## config.mk

```make
export PLATFORM = sky130hd
export DESIGN_NAME = if_fetch_unit
export DESIGN_NICKNAME = d
export VERILOG_FILES = /design/src/rtl/if_fetch_unit.sv
export SDC_FILE = /design/constraint.sdc
export NUM_CORES = 1
export LEC_CHECK = 0
export ABC_AREA = 1
export BUFFER_PORTS_ARGS = -buffer_cell sky130_fd_sc_hd__buf_2
export CAP_MARGIN = 30
export CORE_MARGIN = 1.5
export CORE_UTILIZATION = 45
export DETAILED_ROUTE_END_ITERATION = 16
export PLACE_DENSITY = 0.68
export SLEW_MARGIN = 0
export SYNTH_ARGS = -nofsm -noshare
export SYNTH_HDL_FRONTEND = slang
export SYNTH_SLANG_ARGS = --single-unit
```

## constraint.sdc

```tcl
create_clock -name i_clk -period 4.7 [get_ports i_clk]
set_input_delay 0.47 -clock i_clk [delete_from_list [all_inputs] [get_ports i_clk]]
set_output_delay 0.47 -clock i_clk [all_outputs]
set_load 0.02 [all_outputs]
```

## src/rtl/if_fetch_unit.sv

```systemverilog
// Instruction fetch stage: issues in-order imem requests, buffers returned words
// with their PCs, and drops stale responses after a redirect. IF_FETCH_PERF_EN adds perf counters.
module if_fetch_unit #(
    parameter int          DEPTH    = 4,
    parameter logic [31:0] RESET_PC = 32'h0000_0000
) (
    input  logic        i_clk,
    input  logic        i_rst,
    input  logic [31:0] i_pc,
    output logic [31:0] o_next_pc,
    input  logic        i_redirect,
    input  logic [31:0] i_redirect_pc,
    output logic        o_imem_req,
    output logic [31:0] o_imem_addr,
    input  logic        i_imem_gnt,
    input  logic        i_imem_rvalid,
    input  logic [31:0] i_imem_rdata,
    output logic        o_if_valid,
    output logic [31:0] o_if_instr,
    output logic [31:0] o_if_pc,
    input  logic        i_id_ready,
    output logic [31:0] o_perf_fetched,
    output logic [31:0] o_perf_bubbles
);
    localparam int          AW      = $clog2(DEPTH);
    localparam logic [AW:0] DEPTH_P = DEPTH[AW:0];
    localparam logic [AW:0] ONE     = 1;

    logic [AW:0] alloc_ptr;
    logic [AW:0] fill_ptr;
    logic [AW:0] rd_ptr;
    logic [AW:0] drop_cnt;
    logic [AW:0] used;
    logic [AW:0] unfilled;
    logic [AW:0] rvalid_ext;
    logic        grant;
    logic        fire;

    logic [31:0] pc_mem    [DEPTH];
    logic [31:0] instr_mem [DEPTH];

    assign used       = alloc_ptr - rd_ptr;
    assign unfilled   = alloc_ptr - fill_ptr;
    assign rvalid_ext = {{AW{1'b0}}, i_imem_rvalid};

    // Requests stall while stale responses are still owed from before a redirect.
    assign o_imem_req  = !i_rst && !i_redirect && (used < DEPTH_P) && (drop_cnt == '0);
    assign o_imem_addr = i_pc;
    assign grant       = o_imem_req && i_imem_gnt;

    assign o_if_valid = (fill_ptr != rd_ptr) && !i_redirect && !i_rst;
    assign fire       = o_if_valid && i_id_ready;
    assign o_if_instr = instr_mem[rd_ptr[AW-1:0]];
    assign o_if_pc    = pc_mem[rd_ptr[AW-1:0]];

    always_comb begin
        // NOTE: default assignment first so every path drives o_next_pc and no latch is inferred.
        o_next_pc = i_pc;
        if (i_rst) begin
            o_next_pc = RESET_PC;
        end else if (i_redirect) begin
            o_next_pc = i_redirect_pc;
        end else if (grant) begin
            o_next_pc = i_pc + 32'd4;
        end
    end

    // NOTE: sequential state uses non-blocking assignments so all pointers update from pre-edge values.
    always_ff @(posedge i_clk) begin
        if (i_rst) begin
            alloc_ptr <= '0;
            fill_ptr  <= '0;
            rd_ptr    <= '0;
            drop_cnt  <= '0;
        end else if (i_redirect) begin
            // A response in this cycle always belongs to the flushed stream.
            alloc_ptr <= '0;
            fill_ptr  <= '0;
            rd_ptr    <= '0;
            drop_cnt  <= drop_cnt + unfilled - rvalid_ext;
        end else begin
            if (grant) begin
                alloc_ptr <= alloc_ptr + ONE;
            end
            if (i_imem_rvalid) begin
                if (drop_cnt != '0) begin
                    drop_cnt <= drop_cnt - ONE;
                end else begin
                    fill_ptr <= fill_ptr + ONE;
                end
            end
            if (fire) begin
                rd_ptr <= rd_ptr + ONE;
            end
        end
    end

    // NOTE: buffer storage is not reset; the pointers alone decide which entries are live.
    always_ff @(posedge i_clk) begin
        if (grant) begin
            pc_mem[alloc_ptr[AW-1:0]] <= i_pc;
        end
        if (!i_rst && !i_redirect && i_imem_rvalid && (drop_cnt == '0)) begin
            instr_mem[fill_ptr[AW-1:0]] <= i_imem_rdata;
        end
    end

`ifdef IF_FETCH_PERF_EN
    logic [31:0] perf_fetched;
    logic [31:0] perf_bubbles;

    always_ff @(posedge i_clk) begin
        if (i_rst) begin
            perf_fetched <= '0;
            perf_bubbles <= '0;
        end else begin
            if (fire) begin
                perf_fetched <= perf_fetched + 32'd1;
            end
            if (!o_if_valid && i_id_ready) begin
                perf_bubbles <= perf_bubbles + 32'd1;
            end
        end
    end

    assign o_perf_fetched = perf_fetched;
    assign o_perf_bubbles = perf_bubbles;
`else
    assign o_perf_fetched = 32'd0;
    assign o_perf_bubbles = 32'd0;
`endif

    // Every response must belong to either a buffered request or a stale one being dropped.
    rsp_has_owner: assert property (@(posedge i_clk) disable iff (i_rst)
        i_imem_rvalid |-> ((unfilled != '0) || (drop_cnt != '0)));

endmodule
```

==> summary.txt <==
Synth warn -> 0
Internal -> 4.03 mW
Fin nets -> 1562
Element type at the critical path start -> flip-flop
Setup Fix Bufs, Post-CTS -> 0
ANT nets after route -> 0
Die area -> 0.0297 mm2
Final Hold Vio Count -> 0
Sequential power share -> 0.510
Sw power -> 1.21 mW
Die Span X -> 172 um
Initial antenna violation count -> 0
Synthesized area per cell -> 10.3 um2
Final wirelength -> 30.6 mm
TNS Setup -> 0 ns
Max cap viols -> 0
Vias -> 9286
Area contributors post-synth -> edfxtp_1, o21ai_0, nor2_1
Main synth FF type -> edfxtp_1
Largest net degree at the start of global routing -> 76
Critical path endpoint category -> primary output
Yosys reg bits -> 270
Area delta synth->final -> 15.7%
Number of global-route vias before repair -> 8482
CTS tree -> done
Syn Std Cell Area -> 0.0129 mm2
Hold crit path type -> in2reg
First DRT Iteration DRCs -> 665
Req. time, crit path -> 4.23 ns
Count leader, synth -> edfxtp_1
Hold_buf cts -> 0
Unrepaired setup endpoints after global routing -> no
Post-synth top cells -> edfxtp_1, nor2_1, nand2_1, o21ai_0, buf_4
Root buffer cell -> clkbuf_16
EDFF count, synth -> 256
Post_cts resized -> 0
GR Overflow Total -> 0
Antenna diodes -> 0
Worst Tran Pin Value -> 0.733 ns
Yosys cell types -> 35
FP Rows -> 61
Max_slew headroom -> 0.512
Fmax -> 309 MHz
Top cell type's share of synthesized area -> 0.595
Clock share of power -> 0.389
Max VDD drop -> 0.000286 V
Share of post-route cells with drive strength above 1 -> 0.218
Sequential fraction of the synthesis area -> 0.617
Clock slew at reported path FFs -> 0.06 ns
WL per Instance -> 16.7 um
Drt first pass iters -> 5
Die H -> 172 um
Comb power frac -> 0.100
Vias/cell -> 5.07
Pins Over Slew Limit -> 0
Cell taking the most area after synthesis -> edfxtp_1
Critical path class -> reg2out
Dpl ws -> 1.61 ns
Status -> finished clean
IO Port Bufs -> 231
Initial core utilization -> 0.461
Final worst path period need -> 3.23 ns
Critical path arrival -> 2.76 ns
I/O pins -> 296
Crit-path max FO -> 70
H-Tree Depth -> 1
Post-DP HPWL -> 21.0 mm
Setup-failing EPs final -> 0
Sw Share -> 0.232
Storage cell area -> 0.00797 mm2
Final worst path period share -> 0.688
First-pass GRT wire length -> 45.6 mm
Layout Skew -> 0.0127 ns
Multi-input logic area -> 0.00397 mm2
DRC -> 0
Total track usage -> 0.201
Layout fillers -> 2511
Skew-Pair Late Insertion Delay -> 0.53 ns
Leak -> 5.91 nW
PwrDens -> 351 mW/mm2
Post-synthesis cell count -> 1257
Sink Count -> 270
CTS max path bufs -> 3
Final GP Congestion -> 0.863
CTS Buf Count -> 28
Ys async rst share -> 0
Setup ws final -> 1.47 ns
Core footprint -> 0.0280 mm2
through the flow:
step | util | power [mW] | std cells | instance area [um2] | hold slack (ns)
final | 0.533 | 5.24 | 1832 | 14900 | 0.157
after global routing | 0.533 | 5.43 | 1832 | 14900 | 0.134
after CTS | 0.533 | 5.29 | 1831 | 14900 | 0.129
after detailed placement | 0.503 | 3.25 | 1789 | 14100 | 0.495
after global placement | 0.497 | 3.24 | 1782 | 13900 | 0.484
after floorplan | - | 3.10 | 1320 | 13100 | 0.466
cells by family after synthesis:
| logic type | count (synthesis) | share of synthesized area |
|---|---|---|
| simple gates | 452 | 0.141 |
| xor+xnor | 14 | 0.00950 |
| fa+ha+maj | 18 | 0.0198 |
| other cells | 1 | 0.000290 |
| buf+inv | 230 | 0.0984 |
| flops | 270 | 0.617 |
| compound gates | 272 | 0.114 |
sequential cells by signal, summed over array words and instances, names as in the netlist, named ones only:
register / flops
instr_mem: 128
rd_ptr: 3
drop_cnt: 3
fill_ptr: 3
pc_mem: 128
alloc_ptr: 3
cell usage in the layout, fill, tap and decap left out, types with 2 or more instances in the layout:
cell	instances
nor2_1	199
bufinv_16	2
o22ai_1	64
buf_4	5
clkinv_1	4
nand2_1	200
xor2_1	10
clkbuf_1	2
nand3_1	26
a21oi_2	7
conb_1	64
nand4_1	2
a21oi_1	27
nand3b_1	2
inv_2	7
nor3_1	4
clkinv_2	3
inv_1	69
buf_12	4
clkinv_4	2
fa_1	4
nand2_2	3
buf_2	231
edfxtp_1	256
ha_1	14
nand2_4	2
clkbuf_16	29
xnor2_1	4
nor2_4	11
dfxtp_1	12
buf_16	4
o21ai_0	171
worst max-delay path: stages, from the launching register on:
cell	delay (ns)
dfxtp_4	0.75
buf_4	0.68
o21ai_0	0.22
o22ai_1	0.33
buf_2	0.23
worst paths after layout:
kind,from,end,slack [ns],depth (start not counted)
setup / recovery,flip-flop,o_if_pc[6],1.47,4
setup reg to reg,fill_ptr[0]$_SDFFE_PP0P_,drop_cnt[2]$_SDFFE_PP0P_,1.77,12
hold / removal,i_imem_rdata[28],instr_mem[2][28]$_DFFE_PP_,0.16,1
hold reg to reg,fill_ptr[2]$_SDFFE_PP0P_,fill_ptr[2]$_SDFFE_PP0P_,0.51,1
power groups by stage:
stage	clock network (mW)	registers, mW	logic, mW
6_report	2.04	2.67	0.526
4_1_cts	2.08	2.67	0.528
2_1_floorplan	0	2.72	0.380
5_1_grt	2.17	2.68	0.582
3_3_place_gp	0	2.72	0.515
3_5_place_dp	0	2.72	0.525
layer usage:
metal / part of all wire / wire length, um / up-vias / global-route usage
met3: 0.072 / 2210 / 54 / 0.0311
met1: 0.43 / 13100 / 4313 / 0.261
met4: 0.022 / 685 / 0 / 0.0578
met2: 0.48 / 14600 / 386 / 0.347
li1: - / - / 4533 / -
met5: 0 / 0 / - / 0
layout make-up:
cell class                      count  area share
Clock buffer                       31      0.0491
Sequential cell                   270       0.534
Clock inverter                     11     0.00737
Multi-Input combinational cell    820       0.266
Timing Repair Buffer              244      0.0926
Tap cell                          378      0.0317
Inverter                           78      0.0201
Power figures use the tool's default switching activity.
